`src/rtl/dmem_req_ctrl_if.sv`:
```
// -----------------------------------------------------------------------------
// dmem_req_ctrl_if
// SRAM-like data bus between the M-stage memory controller (master) and the
// data memory / bus bridge (slave).
//
// Signals:
//   data_req      master->slave  request valid, held until data_addr_ok
//   data_wr       master->slave  1 = write, 0 = read
//   data_size     master->slave  0 = byte, 1 = half, 2 = word
//   data_addr     master->slave  byte address
//   data_wdata    master->slave  lane-aligned write data
//   data_addr_ok  slave->master  request accepted this cycle
//   data_data_ok  slave->master  read data valid / write complete
//   data_rdata    slave->master  read data
// -----------------------------------------------------------------------------
interface dmem_req_ctrl_if #(
    parameter int AW = 32,
    parameter int DW = 32
) ();
    logic          data_req;
    logic          data_wr;
    logic [1:0]    data_size;
    logic [AW-1:0] data_addr;
    logic [DW-1:0] data_wdata;
    logic          data_addr_ok;
    logic          data_data_ok;
    logic [DW-1:0] data_rdata;

    modport master (
        output data_req,
        output data_wr,
        output data_size,
        output data_addr,
        output data_wdata,
        input  data_addr_ok,
        input  data_data_ok,
        input  data_rdata
    );

    modport slave (
        input  data_req,
        input  data_wr,
        input  data_size,
        input  data_addr,
        input  data_wdata,
        output data_addr_ok,
        output data_data_ok,
        output data_rdata
    );
endinterface

```
`src/rtl/dmem_req_ctrl.sv`:
```
// -----------------------------------------------------------------------------
// dmem_req_ctrl
// M-stage data-memory access controller. Converts the pipeline's load/store
// into a single outstanding SRAM-like bus transaction, raises d_stall while the
// pipeline must wait for it, and returns load data on mem_rdataM. If another
// stall source keeps the pipeline frozen when data returns, the load result is
// held in rdata_reg until the pipeline advances.
//
// Ports:
//   clk, rst        clock, synchronous active-high reset
//   mem_enM         M-stage instruction is a load/store
//   mem_wenM        1 = store, 0 = load
//   mem_sizeM       0 = byte, 1 = half, 2 = word (3 is issued as word)
//   mem_addrM       byte address
//   mem_wdataM      lane-aligned store data
//   except_flushM   M-stage exception pending: blocks issue / kills in flight
//   other_stall     OR of the non-data stall sources
//   d_stall         data-side stall to the hazard unit
//   mem_rdataM      load result for the M stage
//   bus             data bus (master side)
// -----------------------------------------------------------------------------
module dmem_req_ctrl #(
    parameter int AW = 32,
    parameter int DW = 32
) (
    input  logic                 clk,
    input  logic                 rst,
    input  logic                 mem_enM,
    input  logic                 mem_wenM,
    input  logic [1:0]           mem_sizeM,
    input  logic [AW-1:0]        mem_addrM,
    input  logic [DW-1:0]        mem_wdataM,
    input  logic                 except_flushM,
    input  logic                 other_stall,
    output logic                 d_stall,
    output logic [DW-1:0]        mem_rdataM,
    dmem_req_ctrl_if.master      bus
);

    typedef enum logic [1:0] {
        IDLE = 2'd0,
        ADDR = 2'd1,
        DATA = 2'd2,
        HOLD = 2'd3
    } state_t;

    state_t        state_reg, state_next;
    logic          kill_reg, kill_next;
    logic [DW-1:0] rdata_reg, rdata_next;

    // Latched request payload, replayed on the bus while waiting for addr_ok.
    logic          wr_reg;
    logic [1:0]    size_reg;
    logic [AW-1:0] addr_reg;
    logic [DW-1:0] wdata_reg;

    logic          start;
    logic [1:0]    size_in;

    // The illegal size encoding is issued as a word access.
    assign size_in = (mem_sizeM == 2'd3) ? 2'd2 : mem_sizeM;
    assign start   = (state_reg == IDLE) && mem_enM && !except_flushM;

    always_ff @(posedge clk) begin
        if (rst) begin
            state_reg <= IDLE;
            kill_reg  <= 1'b0;
            rdata_reg <= '0;
            wr_reg    <= 1'b0;
            size_reg  <= 2'd0;
            addr_reg  <= '0;
            wdata_reg <= '0;
        end else begin
            state_reg <= state_next;
            kill_reg  <= kill_next;
            rdata_reg <= rdata_next;
            if (start) begin
                wr_reg    <= mem_wenM;
                size_reg  <= size_in;
                addr_reg  <= mem_addrM;
                wdata_reg <= mem_wdataM;
            end
        end
    end

    always_comb begin
        state_next     = state_reg;
        kill_next      = kill_reg;
        rdata_next     = rdata_reg;
        bus.data_req   = 1'b0;
        bus.data_wr    = wr_reg;
        bus.data_size  = size_reg;
        bus.data_addr  = addr_reg;
        bus.data_wdata = wdata_reg;

        case (state_reg)
            IDLE: begin
                // Issue straight from the M inputs so a request costs no
                // extra cycle; the payload is captured for a possible ADDR wait.
                bus.data_req   = start;
                bus.data_wr    = mem_wenM;
                bus.data_size  = size_in;
                bus.data_addr  = mem_addrM;
                bus.data_wdata = mem_wdataM;
                if (start) begin
                    state_next = bus.data_addr_ok ? DATA : ADDR;
                end
            end
            ADDR: begin
                // A request once raised is never withdrawn, even if killed.
                bus.data_req = 1'b1;
                if (except_flushM) begin
                    kill_next = 1'b1;
                end
                if (bus.data_addr_ok) begin
                    state_next = DATA;
                end
            end
            DATA: begin
                if (except_flushM) begin
                    kill_next = 1'b1;
                end
                if (bus.data_data_ok) begin
                    // Store completions carry no data; killed results are dropped.
                    if (!kill_reg && !wr_reg) begin
                        rdata_next = bus.data_rdata;
                    end
                    kill_next = 1'b0;
                    if (kill_reg) begin
                        state_next = IDLE;
                    end else if (other_stall) begin
                        state_next = HOLD;
                    end else begin
                        state_next = IDLE;
                    end
                end
            end
            HOLD: begin
                if (!other_stall) begin
                    state_next = IDLE;
                end
            end
            default: begin
                state_next = IDLE;
            end
        endcase
    end

    // A killed transaction keeps the stall up through its data_ok cycle so the
    // discarded result never reaches the pipeline.
    assign d_stall = start
                   || (state_reg == ADDR)
                   || ((state_reg == DATA) && (!bus.data_data_ok || kill_reg));

    assign mem_rdataM = (state_reg == DATA) ? bus.data_rdata : rdata_reg;

endmodule

```
`src/flat_wrapper.sv`:
```
// flat-port wrapper written by rule: the top's interface ports become plain ports
module dmem_req_ctrl_flat 
#(
    parameter int AW = 32,
    parameter int DW = 32
)
  (clk, rst, mem_enM, mem_wenM, mem_sizeM, mem_addrM, mem_wdataM, except_flushM, other_stall, d_stall, mem_rdataM, bus_data_req, bus_data_wr, bus_data_size, bus_data_addr, bus_data_wdata, bus_data_addr_ok, bus_data_data_ok, bus_data_rdata);
  dmem_req_ctrl_if #(.AW(AW), .DW(DW)) bus_i ();
  input  logic clk;
  input  logic rst;
  input  logic mem_enM;
  input  logic mem_wenM;
  input  logic [1:0] mem_sizeM;
  input  logic [AW-1:0] mem_addrM;
  input  logic [DW-1:0] mem_wdataM;
  input  logic except_flushM;
  input  logic other_stall;
  output logic d_stall;
  output logic [DW-1:0] mem_rdataM;
  output wire logic [$bits(bus_i.data_req)-1:0] bus_data_req;
  output wire logic [$bits(bus_i.data_wr)-1:0] bus_data_wr;
  output wire logic [$bits(bus_i.data_size)-1:0] bus_data_size;
  output wire logic [$bits(bus_i.data_addr)-1:0] bus_data_addr;
  output wire logic [$bits(bus_i.data_wdata)-1:0] bus_data_wdata;
  input wire logic [$bits(bus_i.data_addr_ok)-1:0] bus_data_addr_ok;
  input wire logic [$bits(bus_i.data_data_ok)-1:0] bus_data_data_ok;
  input wire logic [$bits(bus_i.data_rdata)-1:0] bus_data_rdata;
  assign bus_data_req = bus_i.data_req;
  assign bus_data_wr = bus_i.data_wr;
  assign bus_data_size = bus_i.data_size;
  assign bus_data_addr = bus_i.data_addr;
  assign bus_data_wdata = bus_i.data_wdata;
  assign bus_i.data_addr_ok = bus_data_addr_ok;
  assign bus_i.data_data_ok = bus_data_data_ok;
  assign bus_i.data_rdata = bus_data_rdata;
  dmem_req_ctrl #(.AW(AW), .DW(DW)) u_core (.clk(clk), .rst(rst), .mem_enM(mem_enM), .mem_wenM(mem_wenM), .mem_sizeM(mem_sizeM), .mem_addrM(mem_addrM), .mem_wdataM(mem_wdataM), .except_flushM(except_flushM), .other_stall(other_stall), .d_stall(d_stall), .mem_rdataM(mem_rdataM), .bus(bus_i));
endmodule
```
`config.mk`:
```
export PLATFORM = sky130hd
export DESIGN_NAME = dmem_req_ctrl_flat
export DESIGN_NICKNAME = d
export VERILOG_FILES = /design/src/rtl/dmem_req_ctrl_if.sv /design/src/rtl/dmem_req_ctrl.sv /design/src/flat_wrapper.sv
export SDC_FILE = /design/constraint.sdc
export NUM_CORES = 1
export LEC_CHECK = 0
export ABC_AREA = 0
export ABC_CLOCK_PERIOD_IN_PS = 2000
export BUFFER_PORTS_ARGS = -buffer_cell sky130_fd_sc_hd__buf_2
export CAP_MARGIN = 10
export CORE_MARGIN = 5
export CORE_UTILIZATION = 30
export DETAILED_ROUTE_END_ITERATION = 10
export SYNTH_ARGS = -nofsm -noshare
export SYNTH_HDL_FRONTEND = slang
export SYNTH_SLANG_ARGS = --single-unit
```
`constraint.sdc`:
```
create_clock -name clk -period 2 [get_ports clk]
set_clock_uncertainty 0.1 [all_clocks]
set_input_delay 0.3 -clock clk [delete_from_list [all_inputs] [get_ports clk]]
set_output_delay 0.3 -clock clk [all_outputs]
set_load 0.01 [all_outputs]
```
Word-level counts from Yosys, hierarchy flattened:

Index checks and enable logic that the tools add are counted.
Widths: inputs -> output; s select.

* register bits after elaboration: 102
* input port bits: 106
* output and inout bits: 101
* logic and storage cells: 48

* eq/ne operators: 8
* multiplexer cells: 18
* reductions and logical operators: 15

Operators with widths (number)
* $mux 32: 3
* $mux 2: 9
* $pmux 2 s4: 1
* $eq 2x2->1 const B: 3
* $ne 2x2->1 const B: 3
* $logic_and 1x1->1: 4
* $logic_not 1->1: 4
* $pmux 1 s2: 2
* $reduce_and 4->1: 1
* $logic_or 1x1->1: 3
* $mux 1: 3
* $reduce_and 3->1: 1
* $eq 2x1->1 const B: 1
* $logic_not 2->1: 1
* $ne 2x1->1 const B: 1
* $reduce_bool 2->1: 1

Depth between registers and ports, before layout:

Gate-level depths: netlist of run 1.

* depth after elaboration: 5
* gate-level depth with buffers: 9
* depth with buffers taken out: 5

Worst setup path after synthesis of run 1:

Ideal clock, no wire load.

* path kind: register to output
* start: reg u_core.state_reg[0]
* end: out bus_data_wdata[10]
* arrival: 1.435 ns
* data required time: 1.600 ns
* path slack: 0.165 ns
* cell stages (with the launch flop): 7
* buffers on the path: 3
* cells stage by stage: dfxtp_1 inv_1 ha_1 buf_4 buf_2 buf_4 mux2_2

* cells in the longest elaborated chain, start to end: 2

Ends and longest elaborated chain
* start, declared: RTL line dmem_req_ctrl.sv:47 `state_t state_reg, state_next;`
* start signal, assigned: RTL line dmem_req_ctrl.sv:74 `state_reg <= state_next;`
* $logic_not 2->1: RTL line dmem_req_ctrl.sv:96 `case (state_reg)`
* $mux 32: RTL line dmem_req_ctrl.sv:96
* end, declared: RTL line flat_wrapper.sv:24 `output wire logic [$bits(bus_i.data_wdata)-1:0] bus_data_wdata;`

Every way passes these cells.

Final worst setup path of run 1:

* start: reg u_core.state_reg[0]
* end: out bus_data_wdata[8]

The elaborated chain is that of the path after synthesis.

==> results.py, run 1 <==
metrics = {
    "run_status": {
        "outcome": "finished with violations",
        "violations": "negative setup slack",
    },
    "cells_and_area": {
        "mostFrequentLayoutCell": "nand2_1",
        "syn_to_final_growth_pct": 62.9,
        "layoutNonFillerInstCount": 1021,
        "drive_above_1_share": 0.506,
        "fin_area_mm2": 0.00819,
        "final_core_util": 0.496,
        "fill_cells": 1505,
        "diodes": 0,
        "mostFrequentLayoutCells": "nand2_1 (199), buf_6 (107), buf_2 (106)",
        "nets": 907,
    },
    "sta": {
        "setup_viol": 99,
        "finalHoldViolCount": 0,
        "worstMarginPinSlew_ps": 456,
        "rsz0062_at_grt": "true",
        "maxSlewHeadroom": 0.696,
        "setup_tns_ps": -6900,
        "fmax_mhz": 474,
        "drv_slew": 0,
        "min_period_ps": 2110,
        "min_period_over_period": 1.06,
        "setup_ws_ps": -112,
    },
    "drt": {
        "first_iter_violations": 173,
        "wl_per_cell_um": 16.8,
        "via_per_inst": 4.71,
        "wl_um": 17200,
        "vias": 4811,
        "drt_first_pass_iters": 4,
        "detail-route-antenna-nets": 0,
        "drc": 0,
    },
    "global_route": {
        "use_met1": 0.195,
        "busiest_layer": "met2",
        "grt_pass1_wl_um": 25100,
        "track_usage": 0.158,
        "gr-total-overflow": 0,
        "grt_max_degree": 42,
        "grt_use_met3": 0.0477,
        "grt_pass1_vias": 4940,
        "use_met2": 0.265,
        "antenna_found_initial": 0,
    },
    "flow_run": {
        "cap_violations": 0,
    },
    "yosys": {
        "ys_types": 27,
        "syn_area_per_cell_um2": 8.73,
        "ys_warn_count": 0,
        "synthArstFlopShare": 0,
        "syn_area_mm2": 0.00503,
        "yosys-top-cells-area": "dfxtp_1 (41%), mux2_2 (22%), nand2_1 (15%)",
        "synth_top_area_frac": 0.406,
        "synthFlopType": "dfxtp_1",
        "synth_fp_nets": 687,
        "ys_seq_area_frac": 0.406,
        "synth-seq-cells": 102,
        "synth_largest_area_cell": "dfxtp_1",
        "synth_edf_count": 0,
        "syn_inst": 576,
    },
    "die": {
        "die_area_mm2": 0.0195,
        "ioPinCount": 207,
        "coreArea_mm2": 0.0165,
        "die_w_um": 139,
        "die_h_um": 139,
        "initial_core_util": 0.304,
        "row_count": 47,
    },
    "critical_path": {
        "startpoint_type": "flip-flop",
        "r2r_start": "u_core.state_reg[0]",
        "path_max_fanout": 5,
        "crit_required_ps": 1600,
        "rr_worst_depth": 10,
        "endpoint_kind": "output pin",
        "cp-startpoint": "u_core.state_reg[0]",
        "crit_arrival_ps": 1710,
        "r2r_end": "u_core.wdata_reg[5]",
        "r2r_slack_ps": 20,
        "critical_path_class": "flip-flop to output pin",
    },
    "placed_design": {
        "routabilityCongestion": 0.771,
        "place_ws_ps": 90.9,
        "port_buffers": 206,
        "place_hpwl_um": 9920,
        "placed_cell_area_mm2": 0.00632,
        "place_inst": 972,
    },
    "cts": {
        "postCtsHoldBufs": 0,
        "root_buffer": "clkbuf_16",
        "clkSinkCount": 102,
        "cts_max_level": 3,
        "clockBufferDepth": 2,
        "clk_latency_ps": 340,
        "cts_made_buffers": 9,
        "clkSlewWorstSetupHoldPaths_ps": 80,
        "cts_tree": "done",
    },
    "power_and_ir_drop": {
        "seq_power_share": 0.204,
        "sw_frac_of_total": 0.334,
        "powerDensity_mw_per_mm2": 1450,
        "ir_worst_vdd_uv": 737,
        "power_switching_mw": 3.98,
        "p_int_mw": 7.93,
        "clkPwrFrac": 0.163,
        "p_leak_nw": 3.59,
        "p_comb_frac": 0.633,
    },
    "worst_hold_path": {
        "holdPathStages": 3,
        "holdPathEnd": "u_core.wdata_reg[16]",
        "hold_start": "mem_wdataM[16]",
        "min_path_type": "input pin to flip-flop",
    },
}
cells by family (layout without fill, tap and decap cells):
| group | count (synthesis) | count (layout) | share of synthesized area |
|---|---|---|---|
| adder cells (fa/ha/maj) | 5 | 5 | 0.0124 |
| AO/OA/AOI/OAI | 107 | 107 | 0.135 |
| multiplexers | 100 | 100 | 0.224 |
| flip-flops | 102 | 102 | 0.406 |
| buffers and inverters | 50 | 275 | 0.0555 |
| AND/OR/NAND/NOR | 212 | 212 | 0.167 |
per-layer routing:
metal	vias to the layer above	wire (um)
met2	165	8310
met1	2252	7480
met4	0	318
met3	24	1040
li1	2370	-
met5	-	0
metrics by stage:
stage / hold slack [ps] / power, mW
floorplan: 319 / 5.31
global placement: 340 / 6.77
detailed placement: 346 / 6.78
CTS: 77.0 / 10.8
global route: 89.9 / 12.5
finish: 95.3 / 11.9
power groups by stage:
stage | clock network (mW) | logic, mW | registers [mW]
final | 1.95 | 7.54 | 2.42
after CTS | 2.01 | 6.38 | 2.41
after floorplan | 0 | 2.91 | 2.40
after global placement | 0 | 4.33 | 2.44
after global routing | 2.08 | 7.99 | 2.45
after detailed placement | 0 | 4.34 | 2.44
worst max path at each step:
stage                                      to  slack [ps]
after floorplan            bus_data_wdata[10]         160
after global placement       bus_data_size[0]         140
after detailed placement  u_core.addr_reg[29]          90
after CTS                    bus_data_addr[0]        -160
after global routing        bus_data_addr[30]        -170
final                       bus_data_wdata[8]        -110
cell usage after synthesis, types with 2 or more instances:
| cell type | instances |
|---|---|
| nand2b_1 | 3 |
| nor2b_1 | 3 |
| mux2_2 | 99 |
| a21oi_1 | 74 |
| buf_4 | 8 |
| clkbuf_1 | 14 |
| nand2_1 | 199 |
| dfxtp_1 | 102 |
| nand3b_1 | 2 |
| ha_1 | 5 |
| buf_2 | 19 |
| inv_1 | 4 |
| buf_6 | 5 |
| a21oi_2 | 26 |
worst max-delay path, cell delays in order, from the launching register on:
cell and delay, ps:
dfxtp_4 350, inv_4 80, ha_4 200, buf_12 150, clkbuf_16 150, mux2_4 310, buf_6 130
layout make-up:
cell class / instances / area, um^2 / area share
Inverter: 4 / 17.5 / 0.00214
Clock inverter: 7 / 105 / 0.0128
Clock buffer: 9 / 225 / 0.0275
Tap cell: 220 / 275 / 0.0336
Multi-Input combinational cell: 424 / 3100 / 0.378
Timing Repair Buffer: 255 / 2420 / 0.296
Sequential cell: 102 / 2050 / 0.250
repair_timing:
item / in CTS / in global routing
gates cloned: 7 / 9
endpoints found under the setup margin: 101 / 171
pin swaps: 4 / 4
buffers inserted: 21 / 3
hold endpoints to repair: 0 / 0
gates resized for setup: 106 / 129
Note: power is estimated with default switching activity, not from simulation.
==> inputs of run 2 (changes only) <==
--- a/config.mk
+++ b/config.mk
@@ -6,7 +6,7 @@
 export NUM_CORES = 1
 export LEC_CHECK = 0
 export ABC_AREA = 0
-export ABC_CLOCK_PERIOD_IN_PS = 2000
+export ABC_CLOCK_PERIOD_IN_PS = 2190
 export BUFFER_PORTS_ARGS = -buffer_cell sky130_fd_sc_hd__buf_2
 export CAP_MARGIN = 10
 export CORE_MARGIN = 5
==> constraint.sdc (replaced) <==
create_clock -name clk -period 2.19 [get_ports clk]
set_clock_uncertainty 0.1 [all_clocks]
set_input_delay 0.3285 -clock clk [delete_from_list [all_inputs] [get_ports clk]]
set_output_delay 0.3285 -clock clk [all_outputs]
set_load 0.01 [all_outputs]
==> run 2 against run 1 <==
  * The flow now finishes without violations
  * Hold slack better by 18 ps
  * Count of clock-buffer cells in the layout unchanged
  * Combinational power fell by 47%
  * Via count fell by 6.9%
  * Critical path depth is 1 lower
  * Total power fell by 34%
  * Utilization shrank 9.4 points
  * Cell count down 3.2%
  * Register-to-register slack gained 400 ps
  * Wire length decreased by 21%
  * Setup slack improved by 150 ps
  * Sequential cell count did not move
  * Critical path type unchanged
  * Critical endpoint is now mem_rdataM[0]
==> results.py, run 2 (same netlist as run 1, synthesis figures left out) <==
metrics = {
    "die": {
        "die_h_um": 139,
        "initial_core_util": 0.304,
        "row_count": 47,
        "ioPinCount": 207,
        "die_area_mm2": 0.0195,
        "coreArea_mm2": 0.0165,
        "die_w_um": 139,
    },
    "run_status": {
        "outcome": "completed",
    },
    "cts": {
        "clkSlewWorstSetupHoldPaths_ps": 70,
        "clockBufferDepth": 2,
        "cts_tree": "done",
        "cts_made_buffers": 9,
        "clk_latency_ps": 340,
        "cts_max_level": 3,
        "postCtsHoldBufs": 0,
        "root_buffer": "clkbuf_16",
        "clkSinkCount": 102,
    },
    "cells_and_area": {
        "nets": 874,
        "diodes": 0,
        "drive_above_1_share": 0.482,
        "fin_area_mm2": 0.00663,
        "mostFrequentLayoutCell": "buf_2",
        "syn_to_final_growth_pct": 31.9,
        "layoutNonFillerInstCount": 988,
        "mostFrequentLayoutCells": "buf_2 (205), nand2_1 (199), dfxtp_1 (100)",
        "fill_cells": 1710,
        "final_core_util": 0.401,
    },
    "sta": {
        "maxSlewHeadroom": 0.777,
        "worstMarginPinSlew_ps": 334,
        "setup_viol": 0,
        "drv_slew": 0,
        "setup_ws_ps": 34.1,
        "fin_hold_ws_ps": 113,
        "min_period_ps": 2160,
        "fmax_mhz": 464,
        "rsz0062_at_grt": "true",
        "setup_tns_ps": 0,
        "min_period_over_period": 0.984,
        "finalHoldViolCount": 0,
    },
    "placed_design": {
        "place_hpwl_um": 9590,
        "port_buffers": 206,
        "placed_cell_area_mm2": 0.00630,
        "routabilityCongestion": 0.763,
        "place_ws_ps": 249,
        "place_inst": 971,
    },
    "worst_hold_path": {
        "min_path_type": "input pin to flip-flop",
    },
    "drt": {
        "wl_per_cell_um": 13.7,
        "detail-route-antenna-nets": 0,
        "wl_um": 13600,
        "drt_first_pass_iters": 4,
        "vias": 4477,
        "via_per_inst": 4.53,
        "drc": 0,
        "first_iter_violations": 147,
    },
    "global_route": {
        "use_met1": 0.181,
        "gr-total-overflow": 0,
        "busiest_layer": "met2",
        "use_met2": 0.219,
        "grt_use_met3": 0.0405,
        "antenna_found_initial": 0,
        "grt_pass1_wl_um": 22500,
        "grt_max_degree": 63,
        "grt_pass1_vias": 4465,
        "track_usage": 0.138,
    },
    "flow_run": {
        "cap_violations": 0,
    },
    "critical_path": {
        "path_delay_family": "buffers and inverters",
        "critPathBufInv": 3,
        "startpoint_type": "flip-flop",
        "crit_arrival_ps": 1730,
        "crit_required_ps": 1760,
        "path_max_fanout": 38,
        "slowest_delay_ps": 370,
        "critical_path_class": "flip-flop to output pin",
        "path_cells": "inv_2 > ha_1 > buf_12 > mux2_2 > buf_2",
        "cp_slowest_cell": "mux2_2",
        "endpoint_kind": "output pin",
    },
    "power_and_ir_drop": {
        "finalPower_mw": 7.82,
        "ir_worst_vdd_uv": 527,
        "powerDensity_mw_per_mm2": 1180,
        "p_leak_nw": 2.86,
    },
}
-- run 2: changes by cell type in the layout (fill, tap and decap cells not counted), moves of 7 or more --
cell       delta
clkbuf_16     -7
buf_4         -9
buf_12        -8
mux2_4       -92
buf_2        +99
buf_6       -106
mux2_2       +92
-- run 2: worst paths after layout --
kind / startpoint / to / slack, ps / cells past startpoint
worst min-delay path: rst / u_core.rdata_reg[22] / 110 / 2
worst max register to register: u_core.state_reg[0] / u_core.state_reg[0] / 420 / 6
worst max-delay path: u_core.state_reg[0] / mem_rdataM[0] / 30 / 5
worst min register to register: u_core.rdata_reg[14] / u_core.rdata_reg[14] / 350 / 2
-- run 2: layer usage --
metal / wire (um) / share of wire
met3: 974 / 0.072
met2: 6020 / 0.44
met4: 182 / 0.013
met5: 0 / 0
met1: 6400 / 0.47
-- run 2: what timing repair did --
action,in CTS,in global routing
pin swaps,1,1
cloned,0,0
gates resized for setup,6,3
setup endpoints to repair,98,77
buffers inserted,1,0
-- run 2: cell type report --
type / count / area (um^2) / area share
inverters: 4 / 15.0 / 0.00226
clock buffers: 9 / 225 / 0.0339
clock inverters: 7 / 80.1 / 0.0121
flip-flops and latches: 102 / 2040 / 0.308
well taps: 220 / 275 / 0.0415
multi-input cells: 424 / 2730 / 0.411
repair buffers: 222 / 1260 / 0.191
-- run 2: where the power goes --
| group | total (mW) | internal (mW) | leakage [nW] | switching (mW) |
|---|---|---|---|---|
| Combinational | 3.98 | 2.02 | 1.88 | 1.96 |
| Clock | 1.65 | 0.899 | 0.143 | 0.748 |
| Sequential | 2.19 | 2.07 | 0.830 | 0.121 |
| Total | 7.82 | 4.99 | 2.86 | 2.83 |
